[config.mk]
export PLATFORM = sky130hd
export DESIGN_NAME = serial_adder_n_flat
export DESIGN_NICKNAME = d
export VERILOG_FILES = /design/src/rtl/serial_adder_n_pkg.sv /design/src/rtl/serial_adder_n_if.sv /design/src/rtl/full_adder_bit.sv /design/src/rtl/serial_adder_n.sv /design/src/flat_wrapper.sv
export SDC_FILE = /design/constraint.sdc
export NUM_CORES = 1
export LEC_CHECK = 0
export CAP_MARGIN = 20
export CORE_ASPECT_RATIO = 0.9
export CORE_MARGIN = 2
export CORE_UTILIZATION = 55
export CTS_BUF_LIST = sky130_fd_sc_hd__clkbuf_4 sky130_fd_sc_hd__clkbuf_8
export DETAILED_ROUTE_END_ITERATION = 12
export PLACE_DENSITY_LB_ADDON = 0.08
export SLEW_MARGIN = 20
export SYNTH_ARGS = -nofsm -noshare
export SYNTH_HDL_FRONTEND = slang
export SYNTH_SLANG_ARGS = --single-unit
[constraint.sdc]
create_clock -name clk -period 2.11 [get_ports clk]
set_input_delay 0.3165 -clock clk [delete_from_list [all_inputs] [get_ports clk]]
set_output_delay 0.3165 -clock clk [all_outputs]
set_load 0.03 [all_outputs]
[src/rtl/serial_adder_n_pkg.sv]
// serial_adder_n_pkg: shared FSM state type and default operand width
package serial_adder_n_pkg;
    typedef enum logic [1:0] {IDLE, RUN, DONE} state_t;
    localparam int WIDTH_DEF = 8;
endpackage

[src/rtl/serial_adder_n_if.sv]
// serial_adder_n_if: request/result bundle between a requester and the serial adder
interface serial_adder_n_if #(parameter int WIDTH = serial_adder_n_pkg::WIDTH_DEF);
    logic             start;
    logic             sub;
    logic [WIDTH-1:0] a;
    logic [WIDTH-1:0] b;
    logic             busy;
    logic             done;
    logic [WIDTH-1:0] sum;
    logic             carry_out;
    logic             overflow;
    modport master (output start, sub, a, b, input busy, done, sum, carry_out, overflow);
    modport slave  (input start, sub, a, b, output busy, done, sum, carry_out, overflow);
endinterface

[src/rtl/full_adder_bit.sv]
// full_adder_bit: single-bit full adder used as the serial datapath core
module full_adder_bit (
    input  logic a,
    input  logic b,
    input  logic cin,
    output logic s,
    output logic cout
);
    assign s    = a ^ b ^ cin;
    assign cout = (a & b) | (cin & (a ^ b));
endmodule

[src/rtl/serial_adder_n.sv]
// serial_adder_n: LSB-first bit-serial add/subtract, one bit per clock
module serial_adder_n import serial_adder_n_pkg::*; #(
    parameter int WIDTH = WIDTH_DEF
) (
    input  logic             clk,
    input  logic             rst,
    serial_adder_n_if.slave  bus
);
    localparam int CW = $clog2(WIDTH) + 1;
    state_t           state, nxt;
    logic [WIDTH-1:0] ra, rb, rs, sum_q;
    logic [CW-1:0]    cnt;
    logic             cy, s, cout, co_q, ov_q, last;
    assign last = cnt == CW'(WIDTH - 1);
    full_adder_bit u_fa (.a(ra[0]), .b(rb[0]), .cin(cy), .s(s), .cout(cout));
    always_ff @(posedge clk) begin
        if (rst) state <= IDLE;
        else     state <= nxt;
    end
    always_comb begin
        nxt = state;
        nxt = state == IDLE ? (bus.start ? RUN : IDLE)
            : state == RUN  ? (last ? DONE : RUN)
            : IDLE;
    end
    // subtraction is a + ~b + 1, the +1 entering through the initial carry
    always_ff @(posedge clk) begin
        if (rst) begin
            ra    <= '0;
            rb    <= '0;
            rs    <= '0;
            cy    <= 1'b0;
            cnt   <= '0;
            sum_q <= '0;
            co_q  <= 1'b0;
            ov_q  <= 1'b0;
        end else if (state == IDLE && bus.start) begin
            ra  <= bus.a;
            rb  <= bus.sub ? ~bus.b : bus.b;
            cy  <= bus.sub;
            cnt <= '0;
        end else if (state == RUN) begin
            rs  <= {s, rs[WIDTH-1:1]};
            ra  <= ra >> 1;
            rb  <= rb >> 1;
            cy  <= cout;
            cnt <= cnt + CW'(1);
            if (last) begin
                sum_q <= {s, rs[WIDTH-1:1]};
                co_q  <= cout;
                ov_q  <= cy ^ cout;
            end
        end
    end
    assign bus.busy      = state == RUN;
    assign bus.done      = state == DONE;
    assign bus.sum       = sum_q;
    assign bus.carry_out = co_q;
    assign bus.overflow  = ov_q;
endmodule

[src/flat_wrapper.sv]
// flat-port wrapper written by rule: the top's interface ports become plain ports
module serial_adder_n_flat import serial_adder_n_pkg::*;
#(
    parameter int WIDTH = WIDTH_DEF
)
  (clk, rst, bus_start, bus_sub, bus_a, bus_b, bus_busy, bus_done, bus_sum, bus_carry_out, bus_overflow);
  serial_adder_n_if #(.WIDTH(WIDTH)) bus_i ();
  input  logic clk;
  input  logic rst;
  input wire logic [$bits(bus_i.start)-1:0] bus_start;
  input wire logic [$bits(bus_i.sub)-1:0] bus_sub;
  input wire logic [$bits(bus_i.a)-1:0] bus_a;
  input wire logic [$bits(bus_i.b)-1:0] bus_b;
  output wire logic [$bits(bus_i.busy)-1:0] bus_busy;
  output wire logic [$bits(bus_i.done)-1:0] bus_done;
  output wire logic [$bits(bus_i.sum)-1:0] bus_sum;
  output wire logic [$bits(bus_i.carry_out)-1:0] bus_carry_out;
  output wire logic [$bits(bus_i.overflow)-1:0] bus_overflow;
  assign bus_i.start = bus_start;
  assign bus_i.sub = bus_sub;
  assign bus_i.a = bus_a;
  assign bus_i.b = bus_b;
  assign bus_busy = bus_i.busy;
  assign bus_done = bus_i.done;
  assign bus_sum = bus_i.sum;
  assign bus_carry_out = bus_i.carry_out;
  assign bus_overflow = bus_i.overflow;
  serial_adder_n #(.WIDTH(WIDTH)) u_core (.clk(clk), .rst(rst), .bus(bus_i));
endmodule
==> run summary, run 1 <==
========================================================================================
Yosys synthesis warning count                                                          0
Crit path arrival time                                                           1.59 ns
Setup bufs post-CTS                                                                    0
Cts hold-fix bufs                                                                      0
Number of global-route vias before repair                                           1258
Fraction of final layout cells with drive strength greater than 1                  7.69%
Core ar.                                                                        3020 um2
Clock-pin slew of the registers on the worst-case setup and hold paths           0.13 ns
Pin count of the biggest net entering global routing                                  25
Worst-case headroom to the max-slew limit                                          67.8%
DRT antenna net count                                                                  0
Post-route cell area                                                            2130 um2
Busiest metal layer after global routing                                            met2
Leakage power total                                                             0.742 nW
Number of max-slew violations in the final report                                      0
Number of hold violations in the final report                                          0
Combined buffer and inverter count along the critical path                             1
VDD IR max                                                                        447 uV
Wire length per cell                                                             13.1 um
EDFF count, synth                                                                      0
Library cell used as clock root buffer                                          clkbuf_4
Most common cell after layout, fill and taps aside                               dfxtp_1
Path type of the worst setup path                                                reg2out
Number of buffers added on ports                                                      31
Clock tree from TritonCTS                                                          built
Cell type of the slowest stage on the worst timing path                     clkdlybuf4s50_1
Met3 track demand over resource in global routing                                  6.90%
Horizontal die dimension                                                         63.1 um
Post-detailed-route via-to-cell ratio                                               5.57
Most frequently used flop master after synthesis                                 dfxtp_1
Die ar.                                                                         3610 um2
Post-Place Cell Area                                                            2050 um2
Chain of cells forming the critical path                                    nor2_1, clkdlybuf4s50_1
Layout fillers                                                                       255
Resized cells post-CTS                                                                 0
Final net count                                                                      242
Power density normalized to cell area                                         707 nW/um2
Final period util                                                                  90.2%
Area growth from synthesis to final layout                                         23.2%
Number of antenna violations at the first check in global routing                      0
Count of clock tree sinks                                                             40
Initial DRC Count                                                                    110
Hold slack                                                                      0.473 ns
First-pass GRT wire length                                                       5.74 mm
Via count                                                                           1466
Final setup viols                                                                      0
Total Negative Setup Slacks                                                         0 ns
DRC Markers                                                                            0
Number of instances in the synthesized netlist                                       192
Max-capacitance violation count                                                        0
Status                                                                      finished, final reports clean
Fraction of registers with async set or reset after synthesis                         0%
Vertical die dimension                                                           57.2 um
Synthesized flop and latch total                                                      40
Leading cell types in the layout, fill and taps excluded                    dfxtp_1, clkdlybuf4s50_1, a21oi_1
Tightest Pin Transition                                                         0.482 ns
Met1 layer usage reported by global route                                          26.6%
Average footprint of a synthesized cell                                         9.01 um2
CTS H-Tree Depth                                                                       2
Buffers from clock root to sink, at most                                               2
Wire length after detailed routing                                               3.44 mm
Global-route congestion overflow total                                                 0
Startpoint type of the worst setup path                                        flip-flop
Antenna Cells                                                                          0
Total half-perimeter wirelength after legalization and detailed placement        2.40 mm
Fin crit period                                                                  1.90 ns
Met2 track demand over resource in global routing                                  31.8%
Class of the tightest hold or removal check                                      reg2reg
Clock Skew                                                                    0.00830 ns
Number of unique standard cell types used by synthesis                                34
RSZ-0062 raised after global routing                                               false
Total power                                                                      1.51 mW
GP Congestion                                                                      0.768
Register area share after synthesis                                                46.3%
Peak fanout along the critical path                                                    7
Critical Path RT                                                                 1.79 ns
Row count                                                                             19
Element type at the critical path end                                       primary output
Total global-route track usage                                                     20.2%
Max incr delay on CP                                                             0.67 ns
IO Count                                                                              32
Timing-limited maximum frequency                                               0.526 GHz
Dominant delay contributor by cell family on the critical path              buffers and inverters
Number of buffers inserted during clock tree synthesis                                 5
Detailed Routing Iterations Pass 1                                                     5
Initial standard-cell utilization of the core                                      57.3%
Post-layout util                                                                   70.5%
Nets in the synthesized netlist                                                      214
Post-Syn Area                                                                   1730 um2
Clk_lat worst skew                                                               0.36 ns
========================================================================================
==> metal layers <==
metal / wire [um] / vias up
met3: 155 / 6
li1: - / 738
met1: 1610 / 690
met5: 0 / -
met4: 41 / 0
met2: 1640 / 32
==> Yosys cell counts, drive strengths merged (4+ instances only) <==
cell	number	area [um2]
or2b	5	37.5
nand2	16	60.1
o21ai	17	85.1
a22oi	10	75.1
nor2	6	22.5
xnor2	8	70.1
o22ai	7	43.8
nand3	11	55.1
buf	8	55.1
clkbuf	7	26.3
a21oi	25	125
dfxtp	40	801
nand2b	4	32.5
mux2i	8	80.1
==> kinds of logic after synthesis <==
| group | after synthesis | synth area share, % |
|---|---|---|
| compound gates | 65 | 21.9 |
| xor+xnor | 9 | 4.56 |
| fa+ha+maj | 2 | 1.88 |
| buf+inv | 18 | 5.50 |
| flops | 40 | 46.3 |
| mux | 8 | 4.63 |
| simple gates | 50 | 15.2 |
==> state kept, by name, summed over array words and instances (netlist names), 2 cells and up <==
signal,cells
u_core.bus.sum,8
u_core.cnt,4
u_core.ra,8
u_core.rb,8
u_core.rs,7
u_core.state,2
==> through the flow <==
stage / instances / setup slack, ns
6_report: 263 / 0.207
5_1_grt: 263 / 0.141
4_1_cts: 263 / 0.197
3_5_place_dp: 255 / 0.315
3_3_place_gp: 255 / 0.339
2_1_floorplan: 192 / 0.733
==> path summary, 6_finish.rpt <==
check | depth (start not counted) | to | startpoint | slack (ns)
setup / recovery | 2 | bus_done | u_core.state[0] | 0.21
hold / removal | 2 | u_core.rs[1] | u_core.rs[1] | 0.47
setup reg to reg | 4 | u_core.bus.overflow | u_core.cnt[0] | 0.56
hold reg to reg | 2 | u_core.rs[1] | u_core.rs[1] | 0.47
==> power breakdown <==
group          switching [mW]  total [mW]  internal [mW]
registers              0.0238       0.811          0.787
logic                  0.0823       0.172         0.0902
clock network           0.269       0.522          0.253
==> tightest hold or removal path, cell delays in order (launching register included) <==
cell	delay (ns)
dfxtp_1	0.34
nand2_1	0.05
a21oi_1	0.05
==> layout make-up <==
class / instances / area, um2 / share of cell area (%)
clock inverters: 3 / 46.3 / 2.17
multi-input cells: 134 / 833 / 39.1
inverters: 3 / 13.8 / 0.646
clock buffers: 5 / 37.5 / 1.76
flip-flops and latches: 40 / 801 / 37.6
repair buffers: 36 / 345 / 16.2
well taps: 42 / 52.6 / 2.47
No activity file was read; power rests on OpenSTA's default activity.
==> run 2, diff against run 1 <==
--- a/config.mk
+++ b/config.mk
@@ -6,9 +6,11 @@
 export NUM_CORES = 1
 export LEC_CHECK = 0
 export CAP_MARGIN = 20
+export CELL_PAD_IN_SITES_DETAIL_PLACEMENT = 0
+export CELL_PAD_IN_SITES_GLOBAL_PLACEMENT = 1
 export CORE_ASPECT_RATIO = 0.9
 export CORE_MARGIN = 2
-export CORE_UTILIZATION = 55
+export CORE_UTILIZATION = 43
 export CTS_BUF_LIST = sky130_fd_sc_hd__clkbuf_4 sky130_fd_sc_hd__clkbuf_8
 export DETAILED_ROUTE_END_ITERATION = 12
 export PLACE_DENSITY_LB_ADDON = 0.08
==> run summary, run 2 (synthesis gave the netlist of run 1 again) <==
========================================================================================
Cts hold-fix bufs                                                                      0
Row count                                                                             21
Clock tree from TritonCTS                                                          built
DRC Markers                                                                            0
Worst setup slack for register-to-register paths                                 0.52 ns
Vertical die dimension                                                           64.2 um
Element type at the critical path end                                       primary output
Clk_lat worst skew                                                               0.29 ns
Critical Path RT                                                                 1.79 ns
Buffers from clock root to sink, at most                                               2
Path type of the worst setup path                                                reg2out
Hold depth                                                                             2
Count of clock tree sinks                                                             40
Initial standard-cell utilization of the core                                      45.7%
Wire length after detailed routing                                               3.71 mm
Core ar.                                                                        3780 um2
First-pass GRT wire length                                                       6.54 mm
Peak fanout along the critical path                                                    7
Fin crit period                                                                  1.82 ns
Number of cell instances on the worst register-to-register path                        4
Library cell used as clock root buffer                                          clkbuf_8
Post-layout util                                                                   56.8%
Antenna Cells                                                                          0
GP Congestion                                                                      0.716
Total Negative Setup Slacks                                                         0 ns
Number of hold violations in the final report                                          0
Leading cell types in the layout, fill and taps excluded                    dfxtp_1, clkdlybuf4s50_1, a21oi_1
Number of global-route vias before repair                                           1349
Area growth from synthesis to final layout                                         24.4%
Wire length per cell                                                             13.8 um
Total global-route track usage                                                     18.0%
Tightest Pin Transition                                                         0.485 ns
Crit path arrival time                                                           1.50 ns
Setup bufs post-CTS                                                                    0
Clock Skew                                                                    0.00834 ns
Post-detailed-route via-to-cell ratio                                               5.52
Fraction of final layout cells with drive strength greater than 1                  8.11%
Final net count                                                                      243
RSZ-0062 raised after global routing                                               false
Number of buffers inserted during clock tree synthesis                                 5
Origin of the critical flop-to-flop path                                    u_core.cnt[0]
VDD IR max                                                                        376 uV
Max-capacitance violation count                                                        0
DRT antenna net count                                                                  0
Pin count of the biggest net entering global routing                                  25
Post-route cell area                                                            2150 um2
Die ar.                                                                         4550 um2
Startpoint type of the worst setup path                                        flip-flop
Detailed Routing Iterations Pass 1                                                     7
Most common cell after layout, fill and taps aside                               dfxtp_1
Post-Place Cell Area                                                            2060 um2
Resized cells post-CTS                                                                 0
Initial DRC Count                                                                    114
Timing-limited maximum frequency                                               0.549 GHz
Number of antenna violations at the first check in global routing                      0
Reg-to-Reg End                                                              u_core.bus.overflow
Number of buffers added on ports                                                      31
Worst-case headroom to the max-slew limit                                          67.6%
Class of the tightest hold or removal check                                      reg2reg
Global-route congestion overflow total                                                 0
CTS H-Tree Depth                                                                       2
Final setup viols                                                                      0
Power density normalized to cell area                                         702 nW/um2
IO Count                                                                              32
Status                                                                      finished, final reports clean
Clock-pin slew of the registers on the worst-case setup and hold paths           0.07 ns
Total half-perimeter wirelength after legalization and detailed placement        2.58 mm
HP Start                                                                    u_core.rs[1]
Endpoint with the worst hold slack                                          u_core.rs[1]
Final period util                                                                  86.3%
Number of max-slew violations in the final report                                      0
Leakage power total                                                             0.756 nW
Total power                                                                      1.51 mW
Horizontal die dimension                                                         70.8 um
Via count                                                                           1480
========================================================================================
-- run 2: changes by cell type in the layout (fill, tap and decap cells not counted), sizes merged --
cell,previous run,this run
buf,6,7
bufinv,1,0
clkbuf,5,6
clkinv,0,2
clkinvlp,1,0
inv,4,3
-- run 2: stage by stage --
step                hold WS [ns]  instances  setup slack (ns)
finish                     0.461        268             0.289
global route               0.497        268             0.232
CTS                        0.464        268             0.281
detailed placement         0.453        260             0.243
global placement           0.444        260             0.332
floorplan                  0.437        192             0.733
-- run 2: how the worst max path moves through the flow --
| stage | from | endpoint | slack [ns] | cells after the start |
|---|---|---|---|---|
| 2_1_floorplan | u_core.state[0] | bus_done | 0.73 | 3 |
| 3_3_place_gp | bus_start | u_core.rb[6] | 0.33 | 4 |
| 3_5_place_dp | bus_start | u_core.rb[1] | 0.24 | 4 |
| 4_1_cts | u_core.state[0] | bus_done | 0.28 | 2 |
| 5_1_grt | u_core.state[0] | bus_done | 0.23 | 2 |
| 6_report | u_core.state[0] | bus_done | 0.29 | 2 |
-- run 2: critical path, cell delays in order, from the launching register on --
cell and delay (ns):
dfxtp_1 0.41, nor2_1 0.13, clkdlybuf4s50_1 0.67
-- run 2: final cells by class --
class | instances | area (um2)
Clock buffer | 6 | 82.6
Fill cell | 361 | 1630
Sequential cell | 40 | 801
Inverter | 3 | 13.8
Clock inverter | 2 | 10.0
Tap cell | 46 | 57.6
Multi-Input combinational cell | 134 | 833
Timing Repair Buffer | 37 | 353
-- run 2: layer usage --
metal | vias up | part of all wire (%) | wire length (um) | track usage [%]
met5 | - | 0 | 0 | 0
met4 | 0 | 1.2 | 43 | 6.37
met3 | 6 | 4.9 | 182 | 3.94
met2 | 41 | 45 | 1660 | 27.1
met1 | 696 | 49 | 1820 | 25.2
li1 | 737 | - | - | -
-- run 2: power by group --
part           leakage, nW  internal [mW]  total [mW]  switching, mW
clock network       0.0510          0.261       0.523          0.262
logic                0.379         0.0924       0.178         0.0859
registers            0.326          0.786       0.810         0.0233
total                0.756           1.14        1.51          0.371
